[src/rtl/commit_trace_sink.sv]
// commit_trace_sink: captures retired-instruction records from the writeback debug
// commit bus into a first-word-fall-through FIFO and drains them over a valid/ready
// stream. The pipeline is never stalled; commits that arrive while the FIFO is full
// are dropped and counted with a saturating counter and a sticky overflow flag.
// Optional feature macro: COMMIT_TRACE_STAMP_EN adds a 32-bit cycle stamp per record.
module commit_trace_sink #(
  parameter int DEPTH = 16,
  parameter int CNT_W = 16
) (
  input  logic                   clock,
  input  logic                   reset,
  input  logic                   dbg_commit,
  input  logic [63:0]            dbg_pc,
  input  logic [4:0]             dbg_reg_num,
  input  logic [63:0]            dbg_wdata,
  input  logic                   clear,
  output logic                   out_valid,
  input  logic                   out_ready,
  output logic [63:0]            out_pc,
  output logic [4:0]             out_reg_num,
  output logic [63:0]            out_wdata,
  output logic [31:0]            out_stamp,
  output logic [$clog2(DEPTH):0] level,
  output logic                   overflow,
  output logic [CNT_W-1:0]       drop_cnt
);

  localparam int AW = $clog2(DEPTH);

  // Pointers carry an extra wrap bit so full and empty are distinguishable.
  logic [AW:0]      wptr_q, wptr_d;
  logic [AW:0]      rptr_q, rptr_d;
  logic             overflow_q, overflow_d;
  logic [CNT_W-1:0] drop_cnt_q, drop_cnt_d;

  logic empty, full, pop, push, drop;

  // Record storage; deliberately not reset so it can map onto plain RAM.
  logic [63:0] pc_mem [DEPTH];
  logic [4:0]  rn_mem [DEPTH];
  logic [63:0] wd_mem [DEPTH];

  // Handshake decode: a full FIFO popped this cycle still accepts the new commit.
  always_comb begin
    empty = (wptr_q == rptr_q);
    full  = (wptr_q[AW-1:0] == rptr_q[AW-1:0]) && (wptr_q[AW] != rptr_q[AW]);
    pop   = !empty && out_ready;
    push  = dbg_commit && (!full || pop);
    drop  = dbg_commit && full && !pop;
  end

  // Next-state for pointers and drop bookkeeping; clear takes priority over a drop.
  always_comb begin
    wptr_d     = wptr_q;
    rptr_d     = rptr_q;
    overflow_d = overflow_q;
    drop_cnt_d = drop_cnt_q;
    if (push) wptr_d = wptr_q + {{AW{1'b0}}, 1'b1};
    if (pop)  rptr_d = rptr_q + {{AW{1'b0}}, 1'b1};
    if (clear) begin
      overflow_d = 1'b0;
      drop_cnt_d = '0;
    end else if (drop) begin
      overflow_d = 1'b1;
      if (!(&drop_cnt_q)) drop_cnt_d = drop_cnt_q + {{(CNT_W-1){1'b0}}, 1'b1};
    end
  end

  // Control state register; reset discards every held record at once.
  always_ff @(posedge clock or negedge reset) begin
    if (!reset) begin
      wptr_q     <= '0;
      rptr_q     <= '0;
      overflow_q <= 1'b0;
      drop_cnt_q <= '0;
    end else begin
      wptr_q     <= wptr_d;
      rptr_q     <= rptr_d;
      overflow_q <= overflow_d;
      drop_cnt_q <= drop_cnt_d;
    end
  end

  // Write the incoming record into the slot addressed by the write pointer.
  always_ff @(posedge clock) begin
    if (push) begin
      pc_mem[wptr_q[AW-1:0]] <= dbg_pc;
      rn_mem[wptr_q[AW-1:0]] <= dbg_reg_num;
      wd_mem[wptr_q[AW-1:0]] <= dbg_wdata;
    end
  end

`ifdef COMMIT_TRACE_STAMP_EN
  logic [31:0] stamp_q;
  logic [31:0] st_mem [DEPTH];

  // Free-running cycle counter, wraps naturally.
  always_ff @(posedge clock or negedge reset) begin
    if (!reset) stamp_q <= '0;
    else        stamp_q <= stamp_q + 32'd1;
  end

  // Capture the cycle stamp alongside each pushed record.
  always_ff @(posedge clock) begin
    if (push) st_mem[wptr_q[AW-1:0]] <= stamp_q;
  end

  // Head stamp falls through with the rest of the record.
  always_comb out_stamp = st_mem[rptr_q[AW-1:0]];
`else
  // Without stamping the field is a constant zero.
  always_comb out_stamp = 32'h0;
`endif

  // First-word-fall-through outputs read straight from storage at the read pointer.
  always_comb begin
    out_valid   = !empty;
    out_pc      = pc_mem[rptr_q[AW-1:0]];
    out_reg_num = rn_mem[rptr_q[AW-1:0]];
    out_wdata   = wd_mem[rptr_q[AW-1:0]];
    level       = wptr_q - rptr_q;
    overflow    = overflow_q;
    drop_cnt    = drop_cnt_q;
  end

endmodule

[config.mk]
export PLATFORM = sky130hd
export DESIGN_NAME = commit_trace_sink
export DESIGN_NICKNAME = d
export VERILOG_FILES = /design/src/rtl/commit_trace_sink.sv
export SDC_FILE = /design/constraint.sdc
export NUM_CORES = 2
export LEC_CHECK = 0
export ABC_AREA = 0
export CAP_MARGIN = 20
export CELL_PAD_IN_SITES_DETAIL_PLACEMENT = 1
export CELL_PAD_IN_SITES_GLOBAL_PLACEMENT = 1
export CORE_AREA = 2 2 500 552
export DETAILED_ROUTE_END_ITERATION = 10
export DIE_AREA = 0 0 502 554
export PLACE_DENSITY = 0.6
export SLEW_MARGIN = 0
export SYNTH_ARGS = -nofsm -noshare
export SYNTH_HDL_FRONTEND = slang
export SYNTH_SLANG_ARGS = --single-unit
export TNS_END_PERCENT = 50
[constraint.sdc]
create_clock -name clock -period 7.8 [get_ports clock]
set_input_delay 1.95 -clock clock [delete_from_list [all_inputs] [get_ports clock]]
set_output_delay 1.95 -clock clock [all_outputs]
set_load 0.1 [all_outputs]
==> results.py <==
metrics = {
    "grt": {
        "grt_pass1_wl_mm": 296,
        "grt-ovfl-total": 0,
        "grt_use_total_pct": 14.8,
        "grt_max_degree": 81,
        "antenna_found_initial": 38,
        "grt_pass1_vias": 39400,
    },
    "pwr": {
        "power_frac_seq_pct": 34.9,
        "vdd_ir_drop_max_v": 0.000435,
        "power_switching_uw": 15700,
        "power.internal_uw": 25300,
        "comb_power_share_pct": 39.4,
        "power_leakage_uw": 0.0295,
        "clock_power_share_pct": 25.7,
        "p_sw_share_pct": 38.3,
        "pwr_density_cell_mw_per_mm2": 424,
        "total_power_uw": 41000,
    },
    "clock_network": {
        "clockBufferDepth": 4,
        "postCtsHoldBufs": 0,
        "clkTransAtPathRegs_ns": 0.06,
        "cts.repair.resized": 0,
        "cts_tree": "yes",
        "clock_latency_ns": 0.93,
        "cts.sinks": 2155,
        "cts_max_level": 4,
        "cts_buffers": 229,
        "cts_post_setup_buffers_inserted": 0,
        "cts_root_buffer": "clkbuf_16",
    },
    "route": {
        "routed_wl_mm": 207,
        "via_per_inst": 4.83,
        "drt_iter0_drc": 2804,
        "vias": 36000,
        "ant_nets": 0,
        "wl_per_cell_um": 27.8,
        "drc": 0,
        "dr.pass1.iters": 5,
    },
    "synthesis": {
        "synth_warnings": 0,
        "ys_seq_area_share_pct": 79.2,
        "synth.avg_cell_area_um2": 25.8,
        "yosysUniqueCellTypes": 40,
        "synthCells": 3164,
        "synth_edf_count": 2128,
        "synthArstFlopShare_pct": 1.25,
        "synth_ff_type": "edfxtp_1",
        "netlist_area_mm2": 0.0815,
        "synth_seq_cells": 2155,
    },
    "floorplanning": {
        "row_count": 201,
        "die_area_mm2": 0.278,
        "core_mm2": 0.272,
        "num_io_pins": 326,
        "initial_core_util_pct": 30.0,
        "die_w_um": 502,
        "fp.dieH_um": 554,
    },
    "setup_path": {
        "crit_path_end_kind": "output pin",
        "worstSetupPathType": "reg2out",
        "required_ns": 5.85,
        "arrival_ns": 4.59,
        "crit_fanout": 63,
        "startpoint_type": "register",
    },
    "final_layout": {
        "fill_cells": 26100,
        "layout_commonest_cell": "edfxtp_1",
        "layout.nets": 3756,
        "areaGrowthSynthToFinish_pct": 18.5,
        "layout-drive-gt1-share_pct": 29.5,
        "final_cell_mix": "edfxtp_1, mux4_2, clkdlybuf4s50_1",
        "post-route-util_pct": 35.5,
    },
    "sta": {
        "finalClockSkew_ns": 0.0923,
        "hold_viol_final": 0,
        "rsz0062_at_grt": "false",
        "tightest_slew_ns": 1.18,
        "slew_viol_final": 0,
        "setup_tns_ns": 0,
        "period_minus_slack_ns": 6.54,
        "setup-violations-final": 0,
        "period_share_pct": 83.9,
        "fmax_mhz": 153,
        "slew_headroom_pct": 21.0,
    },
    "hold_path": {
        "hp-class": "reg2reg",
    },
    "run_status": {
        "outcome": "finished clean",
    },
    "run": {
        "cap_viol_max_count": 0,
    },
    "place": {
        "io_buffers": 293,
        "dp_hpwl_mm": 103,
        "gp_congestion": 0.702,
    },
}
==> cells by family (layout without fill, tap and decap cells) <==
kind of cell / count (synthesis) / in the layout / share of synthesized area (%)
other cells: 1 / 43 / 0.00460
flops: 2155 / 2155 / 79.2
fa+ha+maj: 11 / 11 / 0.178
mux: 671 / 671 / 18.5
xor+xnor: 12 / 12 / 0.129
compound gates: 29 / 29 / 0.220
buf+inv: 196 / 783 / 1.13
simple gates: 89 / 89 / 0.651
==> critical path, cell delays in order (launching register included) <==
cell and delay, ns:
dfrtp_4 0.92, buf_12 0.53, mux4_2 0.59, mux4_2 0.56
clkdlybuf4s50_1 1.02
==> routing by layer <==
layer	up-vias	routed length (um)	GRT usage, %
met5	-	155	0
met4	24	4160	3.46
met3	314	11300	3.13
met2	956	106000	25.3
met1	20000	85300	19.1
li1	14700	-	-
==> power groups by stage <==
stage               sequential (uW)  clock, uW  combinational, uW
finish                        14300      10500              16100
detailed placement            14600          0              16500
global placement              14500          0              16400
CTS                           14300      10800              16500
global route                  14400      11200              16900
floorplan                     14500          0              12200
==> cell type report <==
class,count,area (um2),share of cell area [%]
flip-flops and latches,2155,64600,66.8
multi-input cells,844,16200,16.7
clock buffers,272,5910,6.12
well taps,3654,4570,4.73
repair buffers,367,4050,4.20
clock inverters,134,1250,1.29
inverters,10,45.0,0.0466
diodes,11,27.5,0.0285
==> path summary, 6_finish.rpt <==
kind,start,depth (start not counted),to,slack [ns]
max reg2reg,rptr_q[1],8,pc_mem[3][40],3.31
min reg2reg,wptr_q[4],1,wptr_q[4],0.48
min in group asynchronous,reset,2,drop_cnt[11],1.51
max,rptr_q[0],4,out_wdata[58],1.26
max in group asynchronous,reset,2,rptr_q[1],5.96
min,wptr_q[4],1,wptr_q[4],0.48
==> state kept, by name (all words and copies together) (netlist names) <==
name	flops
pc_mem	1024
wd_mem	1024
rn_mem	80
drop_cnt	16
rptr_q	5
wptr_q	5
overflow	1
==> per-stage QoR <==
stage / cells / worst slack, ns / hold WS [ns] / instance area [um2]
5_1_grt: 7442 / 1.00 / 0.522 / 96600
6_report: 7447 / 1.26 / 0.482 / 96600
2_1_floorplan: 3195 / 1.69 / 0.462 / 81600
3_3_place_gp: 7027 / 2.07 / 0.476 / 89400
3_5_place_dp: 7029 / 2.04 / 0.482 / 89400
4_1_cts: 7435 / 1.09 / 0.491 / 96600
==> synth_stat cells, types with 9 or more instances <==
library cell,number,area share (%)
a21oi_1,13,0.080
ha_1,10,0.15
buf_4,32,0.29
dfrtp_1,27,0.83
mux4_2,665,18
inv_1,9,0.041
nand3_1,11,0.068
buf_2,47,0.29
buf_1,15,0.069
and2_1,15,0.12
edfxtp_1,2128,78
nand2_1,9,0.041
clkbuf_1,91,0.42
Note: power is estimated with default switching activity, not from simulation.
